--- config.mk ---
export PLATFORM = sky130hd
export DESIGN_NAME = adder_slice_scheduler
export DESIGN_NICKNAME = d
export VERILOG_FILES = /design/src/rtl/adder_slice_scheduler.sv
export SDC_FILE = /design/constraint.sdc
export NUM_CORES = 1
export LEC_CHECK = 0
export ABC_AREA = 1
export CORE_ASPECT_RATIO = 0.6
export CORE_MARGIN = 2
export CORE_UTILIZATION = 42
export CTS_CLUSTER_SIZE = 28
export DETAILED_ROUTE_END_ITERATION = 12
export GPL_TIMING_DRIVEN = 0
export PLACE_DENSITY = 0.82
export SETUP_SLACK_MARGIN = 0.5
export SLEW_MARGIN = 20
export SYNTH_ARGS = -nofsm -noshare
export SYNTH_HDL_FRONTEND = slang
export SYNTH_SLANG_ARGS = --single-unit
--- constraint.sdc ---
create_clock -name clock -period 4.05 [get_ports clock]
set_clock_uncertainty 0.15 [all_clocks]
set_input_delay 0.405 -clock clock [delete_from_list [all_inputs] [get_ports clock]]
set_output_delay 0.405 -clock clock [all_outputs]
set_load 0.01 [all_outputs]
--- src/rtl/adder_slice_scheduler.sv ---
// adder_slice_scheduler
// Runs 32-bit additions for two requesters through one external 8-bit adder
// slice. An accepted op is fed to the slice one byte at a time, byte 0 first.
// The carry between bytes is held in carry_r. The 32-bit result is then
// offered on a valid/ready port.
//
// Parameters:
//   ADD_LAT   slice latency in cycles (0..3). 0 means a combinational slice.
// Ports:
//   clock, reset              rising-edge clock, async active-high reset
//   r0_valid/r0_ready         requester 0 handshake
//   r0_a, r0_b, r0_cin        requester 0 operands
//   r1_valid/r1_ready         requester 1 handshake
//   r1_a, r1_b, r1_cin        requester 1 operands
//   res_valid/res_ready       result handshake
//   res_sum, res_carry        32-bit sum and carry out of bit 31
//   res_id                    requester that issued the op
//   add_a, add_b, add_cin     operands driven to the slice
//   add_sum, add_cout         result returned by the slice
module adder_slice_scheduler #(
  parameter int ADD_LAT = 1
) (
  input  logic        clock,
  input  logic        reset,
  input  logic        r0_valid,
  output logic        r0_ready,
  input  logic [31:0] r0_a,
  input  logic [31:0] r0_b,
  input  logic        r0_cin,
  input  logic        r1_valid,
  output logic        r1_ready,
  input  logic [31:0] r1_a,
  input  logic [31:0] r1_b,
  input  logic        r1_cin,
  output logic        res_valid,
  input  logic        res_ready,
  output logic [31:0] res_sum,
  output logic        res_carry,
  output logic        res_id,
  output logic [7:0]  add_a,
  output logic [7:0]  add_b,
  output logic        add_cin,
  input  logic [7:0]  add_sum,
  input  logic        add_cout
);

  localparam logic [1:0] LAT_W = 2'(ADD_LAT);

  typedef enum logic [1:0] {
    IDLE  = 2'd0,
    ISSUE = 2'd1,
    DONE  = 2'd2
  } state_t;

  state_t      state_r;
  state_t      state_next_s;
  logic [1:0]  idx_r;
  logic [1:0]  wcnt_r;
  logic [31:0] a_r;
  logic [31:0] b_r;
  logic [31:0] sum_r;
  logic        carry_r;
  logic        id_r;
  logic        last_id_r;

  logic        grant_valid_s;
  logic        grant_id_s;
  logic        accept_s;
  logic        capture_s;
  logic [4:0]  byte_lsb_s;

  // Arbitration: a lone requester always wins; on a tie the one not served last wins
  always_comb begin
    grant_valid_s = 1'b0;
    grant_id_s    = 1'b0;
    if (r0_valid && r1_valid) begin
      grant_valid_s = 1'b1;
      grant_id_s    = ~last_id_r;
    end else if (r0_valid) begin
      grant_valid_s = 1'b1;
      grant_id_s    = 1'b0;
    end else if (r1_valid) begin
      grant_valid_s = 1'b1;
      grant_id_s    = 1'b1;
    end else begin
      grant_valid_s = 1'b0;
      grant_id_s    = 1'b0;
    end
  end

  // Ready is masked during reset so every output reads 0 while reset is held
  assign accept_s   = (state_r == IDLE) && grant_valid_s && !reset;
  assign capture_s  = (state_r == ISSUE) && (wcnt_r == LAT_W);
  assign byte_lsb_s = {idx_r, 3'b000};

  // State register
  always_ff @(posedge clock or posedge reset) begin
    if (reset) begin
      state_r <= IDLE;
    end else begin
      state_r <= state_next_s;
    end
  end

  // Next-state decode
  always_comb begin
    state_next_s = state_r;
    case (state_r)
      IDLE: begin
        if (accept_s) begin
          state_next_s = ISSUE;
        end else begin
          state_next_s = IDLE;
        end
      end
      ISSUE: begin
        if (capture_s && (idx_r == 2'd3)) begin
          state_next_s = DONE;
        end else begin
          state_next_s = ISSUE;
        end
      end
      DONE: begin
        if (res_ready) begin
          state_next_s = IDLE;
        end else begin
          state_next_s = DONE;
        end
      end
      default: state_next_s = IDLE;
    endcase
  end

  // Operand latch, byte/wait sub-state counters and result assembly
  always_ff @(posedge clock or posedge reset) begin
    if (reset) begin
      idx_r     <= 2'd0;
      wcnt_r    <= 2'd0;
      a_r       <= 32'd0;
      b_r       <= 32'd0;
      sum_r     <= 32'd0;
      carry_r   <= 1'b0;
      id_r      <= 1'b0;
      last_id_r <= 1'b1;
    end else begin
      case (state_r)
        IDLE: begin
          if (accept_s) begin
            a_r       <= grant_id_s ? r1_a : r0_a;
            b_r       <= grant_id_s ? r1_b : r0_b;
            carry_r   <= grant_id_s ? r1_cin : r0_cin;
            id_r      <= grant_id_s;
            last_id_r <= grant_id_s;
            sum_r     <= 32'd0;
            idx_r     <= 2'd0;
            wcnt_r    <= 2'd0;
          end
        end
        ISSUE: begin
          // The slice output is trusted only once the operands have been
          // held for ADD_LAT cycles; until then the wait counter advances.
          if (capture_s) begin
            sum_r[byte_lsb_s +: 8] <= add_sum;
            carry_r                <= add_cout;
            wcnt_r                 <= 2'd0;
            idx_r                  <= idx_r + 2'd1;
          end else begin
            wcnt_r <= wcnt_r + 2'd1;
          end
        end
        default: begin
        end
      endcase
    end
  end

  // Output decode: slice operands only in ISSUE, result fields only in DONE
  always_comb begin
    r0_ready  = 1'b0;
    r1_ready  = 1'b0;
    add_a     = 8'd0;
    add_b     = 8'd0;
    add_cin   = 1'b0;
    res_valid = 1'b0;
    res_sum   = 32'd0;
    res_carry = 1'b0;
    res_id    = 1'b0;
    case (state_r)
      IDLE: begin
        r0_ready = accept_s && !grant_id_s;
        r1_ready = accept_s && grant_id_s;
      end
      ISSUE: begin
        add_a   = a_r[byte_lsb_s +: 8];
        add_b   = b_r[byte_lsb_s +: 8];
        add_cin = carry_r;
      end
      DONE: begin
        res_valid = 1'b1;
        res_sum   = sum_r;
        res_carry = carry_r;
        res_id    = id_r;
      end
      default: begin
      end
    endcase
  end

endmodule

Word level (Yosys, flattened, before mapping) --
Cells that the tools add are included.
Word-level totals: register bits 105, bits of input ports 144, output and inout port bits 54, word-level logic and storage cells 70
Cells by class: $add $sub $neg 3, equal/unequal tests 6, shift operators 4, mux-type cells 33, bitwise operators 1, reduce and logical (&&, ||, !) cells 14
Operator list (count):
- 32-bit 2-to-1 mux | 5
- 32-bit case mux with 2 select lines | 1
- 32-bit by 6-bit variable part select with 8-bit output | 2
- 32-bit bitwise mux | 1
- 8-bit by 7-bit variable shift with 32-bit output (first input constant) | 1
- 8-bit by 7-bit variable part select with 32-bit output | 1
- 8-bit 2-to-1 mux | 2
- 1-bit 2-to-1 mux | 15
- 2-bit 2-to-1 mux | 5
- 2-bit case mux with 2 select lines | 2
- 1-bit logical AND | 7
- 5-bit negator with 7-bit output | 1
- 2-bit case mux with 3 select lines | 1
- 2-bit by 1-bit adder with 2-bit output (second input constant) | 2
- 2-bit by 1-bit == test with 1-bit output (second input constant) | 2
- 2-bit == test (second input constant) | 2
- 2-bit inequality test (second input constant) | 2
- 2-bit AND reduction | 2
- 3-bit AND reduction | 1
- 1-bit zero test | 2
- 2-bit zero test | 1
- 1-bit case mux with 2 select lines | 1
- 2-bit nonzero test | 1
- 1-bit NOT | 1

Depth between registers and ports, before layout --
depth after elaboration 7, gate-level depth with buffers 10, depth with buffers taken out 8

Least setup slack after synthesis --
OpenSTA, ideal clock, no wires.
path kind input to output, start in reset, end out r0_ready, arrival time 3475 ps, required time 3495 ps, slack 20 ps, stages on the path 5, path buffers 2, cells stage by stage inv_1 -> nand3_2 -> buf_6 -> clkbuf_1 -> nor2_1
Between the ends: cells in the longest elaborated chain, start to end 4
RTL lines:
- from (decl) | line 24 | input logic reset,
- 1-bit zero test (no source line)
- 1-bit logical AND | line 92 | assign accept_s = (state_r == IDLE) && grant_valid_s && !reset;
- 1-bit logical AND | line 190 | r0_ready = accept_s && !grant_id_s;
- 1-bit 2-to-1 mux | line 188 | case (state_r)
- to (decl) | line 26 | output logic r0_ready,
No other way between the ends.

Worst setup path in the final report --
Same ends and word-level chain as after synthesis.

==> flow_summary.yaml <==
floorplan:
  core-area_mm2: 0.0139
  io_pins: 198
  dieArea_mm2: 0.0155
  die_w_um: 159
  initial_core_util_pct: 43.8
  num_rows: 33
  dieHeight_um: 97.2
clocking:
  cts_resized: 0
  postCtsSetupBuffers: 1
  ctsLongestPathBuffers: 2
  ctsHoldBuffers: 0
  path_clk_slew_ns: 0.07
  clk_latency_ns: 0.35
  cts_tree: "yes"
  cts-htree-levels: 3
  cts_root_buf: "clkbuf_16"
  cts_buffers: 9
  cts.sinks: 105
drt:
  ant_nets: 0
  dr_total_vias: 6376
  avgRoutedWirePerCell_um: 15.0
  drcViolationCount: 0
  dr.pass1.iters: 6
  viasPerCell: 4.82
  drt-total-wl_um: 19900
  initialDrtViolationCount: 654
setup_path:
  slowest_delay_ns: 0.58
  arrival_ns: 2.74
  cp_cell_sequence: "clkdlybuf4s50_1, clkinvlp_4, buf_12, buf_12, nand3_2, buf_6, clkbuf_1, nor2_1, clkdlybuf4s50_1"
  cp-start-kind: "input port"
  slowest_stage: "clkdlybuf4s50_1"
  crit_required_ns: 3.49
  crit_path_max_fanout: 33
  endpoint_kind: "output port"
  path_class: "input port to output port"
min_path:
  hold_path.class: "flop to flop"
sta:
  relSlewSlack_pct: 65.0
  rsz0062_at_grt: "false"
  hold_violations: 0
  period_share_pct: 81.3
  setup-violations-final: 0
  fin_setup_tns_ns: 0
  max_freq_mhz: 304
  period_needed_ns: 3.29
  worstMarginPinSlew_ns: 0.521
  drv_slew: 0
synthesis:
  synthTopCellsByArea: "dfrtp_1 43%, nand2_1 26%, o21ai_0 4.9%, inv_1 4.9%, nor2_1 3.9%"
  yosysSeqAreaShare_pct: 43.3
  yosysWarnings: 0
  synth_edf_count: 0
  syn_area_per_cell_um2: 6.66
  ys_ff_latch: 105
  postSynth.asyncResetShare_pct: 100
  yosys.area.top_type: "dfrtp_1"
  synth_area_mm2: 0.00607
  syn-num-nets: 1061
  synth_flop_cell: "dfrtp_1"
  synth_top_area_share_pct: 42.8
  synth_cells: 912
  yosysUniqueCellTypes: 28
global_route:
  antenna_found_initial: 0
  overflow: 0
  grt_pass1_vias: 5916
  grt_usage_pct: 26.1
  grt_pass1_wl_um: 32000
  grt_max_degree: 34
layout:
  nFillCells: 1323
  multi_input_area_mm2: 0.00285
  final_common_cell: "nand2_1"
  diodes: 0
  layout_common_cells: "427 x nand2_1, 197 x clkdlybuf4s50_1, 104 x dfrtp_1"
  final_nets: 1274
  seqCellArea_mm2: 0.00263
  area_growth_pct: 42.5
  drive_above_1_share_pct: 6.28
power_and_ir_drop:
  seq_power_share_pct: 33.3
  power.total_mw: 4.97
  swShare_pct: 43.4
  vdd_drop_max_v: 0.000227
  pwr-share-comb_pct: 49.7
  switchingPower_mw: 2.16
  leakagePower_nw: 4.20
  clockPowerShare_pct: 17.0
  p_int_mw: 2.81
  power.density_mw_per_mm2: 574
placement:
  portBuffers: 197
  place_congestion: 0.946
  hpwlAfterDp_um: 15900
outcome:
  status: "completed"
flow_run:
  maxCapViolCount: 0
through the flow:
step / area, um^2 / worst slack, ns / hold slack (ns) / instances / utilization, %
after floorplan: 6080 / 0.721 / 0.292 / 912 / -
after global placement: 8290 / -0.997 / 0.308 / 1301 / 59.8
after detailed placement: 8360 / 0.340 / 0.314 / 1304 / 60.2
after CTS: 8660 / 0.745 / 0.332 / 1322 / 62.4
after global routing: 8660 / 0.642 / 0.348 / 1322 / 62.4
final: 8660 / 0.758 / 0.330 / 1322 / 62.4
routing by layer:
metal	track usage [%]	wire length (um)
met3	6.96	1980
met2	35.4	7550
met4	4.69	166
met1	41.4	10200
met5	0	0
synth_stat cells (all sizes together), types with 2 or more instances:
library cell / n
clkbuf: 16
nor2: 65
a21oi: 40
nand4: 2
dfrtp: 104
nand3: 46
nor3: 8
ha: 5
nand2: 431
or2: 3
o211ai: 8
buf: 36
o21ai: 60
inv: 83
state kept, by name (all words and copies together), names as in the netlist:
| register | cells |
|---|---|
| idx_r | 2 |
| wcnt_r | 2 |
| last_id_r | 1 |
| id_r | 1 |
| a_r | 32 |
| state_r | 2 |
| carry_r | 1 |
| b_r | 32 |
| sum_r | 32 |
final timing paths:
path	start	endpoint	slack [ns]	cells after the start
worst max register to register	idx_r[0]	sum_r[2]	1.54	9
min in group asynchronous	reset	sum_r[12]	0.38	2
worst min-delay path	sum_r[20]	sum_r[20]	0.33	2
worst max-delay path	reset	r0_ready	0.76	9
max in group asynchronous	reset	a_r[17]	2.74	5
worst min register to register	sum_r[20]	sum_r[20]	0.33	2
power groups by stage:
stage | registers, mW | logic (mW) | clock network (mW)
CTS | 1.64 | 2.45 | 0.861
global route | 1.68 | 2.73 | 0.906
detailed placement | 1.66 | 2.43 | 0
finish | 1.66 | 2.47 | 0.844
floorplan | 1.56 | 1.54 | 0
global placement | 1.65 | 2.38 | 0
area by class of cell:
class | instances | area share [%]
multi-input combinational | 671 | 33.0
sequential | 105 | 30.4
timing repair buffer | 201 | 23.6
inverter | 84 | 3.69
buffer | 52 | 3.21
tap | 192 | 2.78
clock buffer | 9 | 2.60
clock inverter | 7 | 0.694
timing repair inverter | 1 | 0.0578
cell families after synthesis:
group | synth area share, %
AND/OR/NAND/NOR | 36.4
buffers and inverters | 9.76
AO/OA/AOI/OAI | 9.58
flip-flops | 43.3
adder cells (fa/ha/maj) | 1.03
critical path, delay by kind of cell:
kind | cells | cell delay (ns)
and+or+nand+nor | 2 | 0.19
buffers and inverters | 7 | 2.11
(Power assumes the default switching activity.)
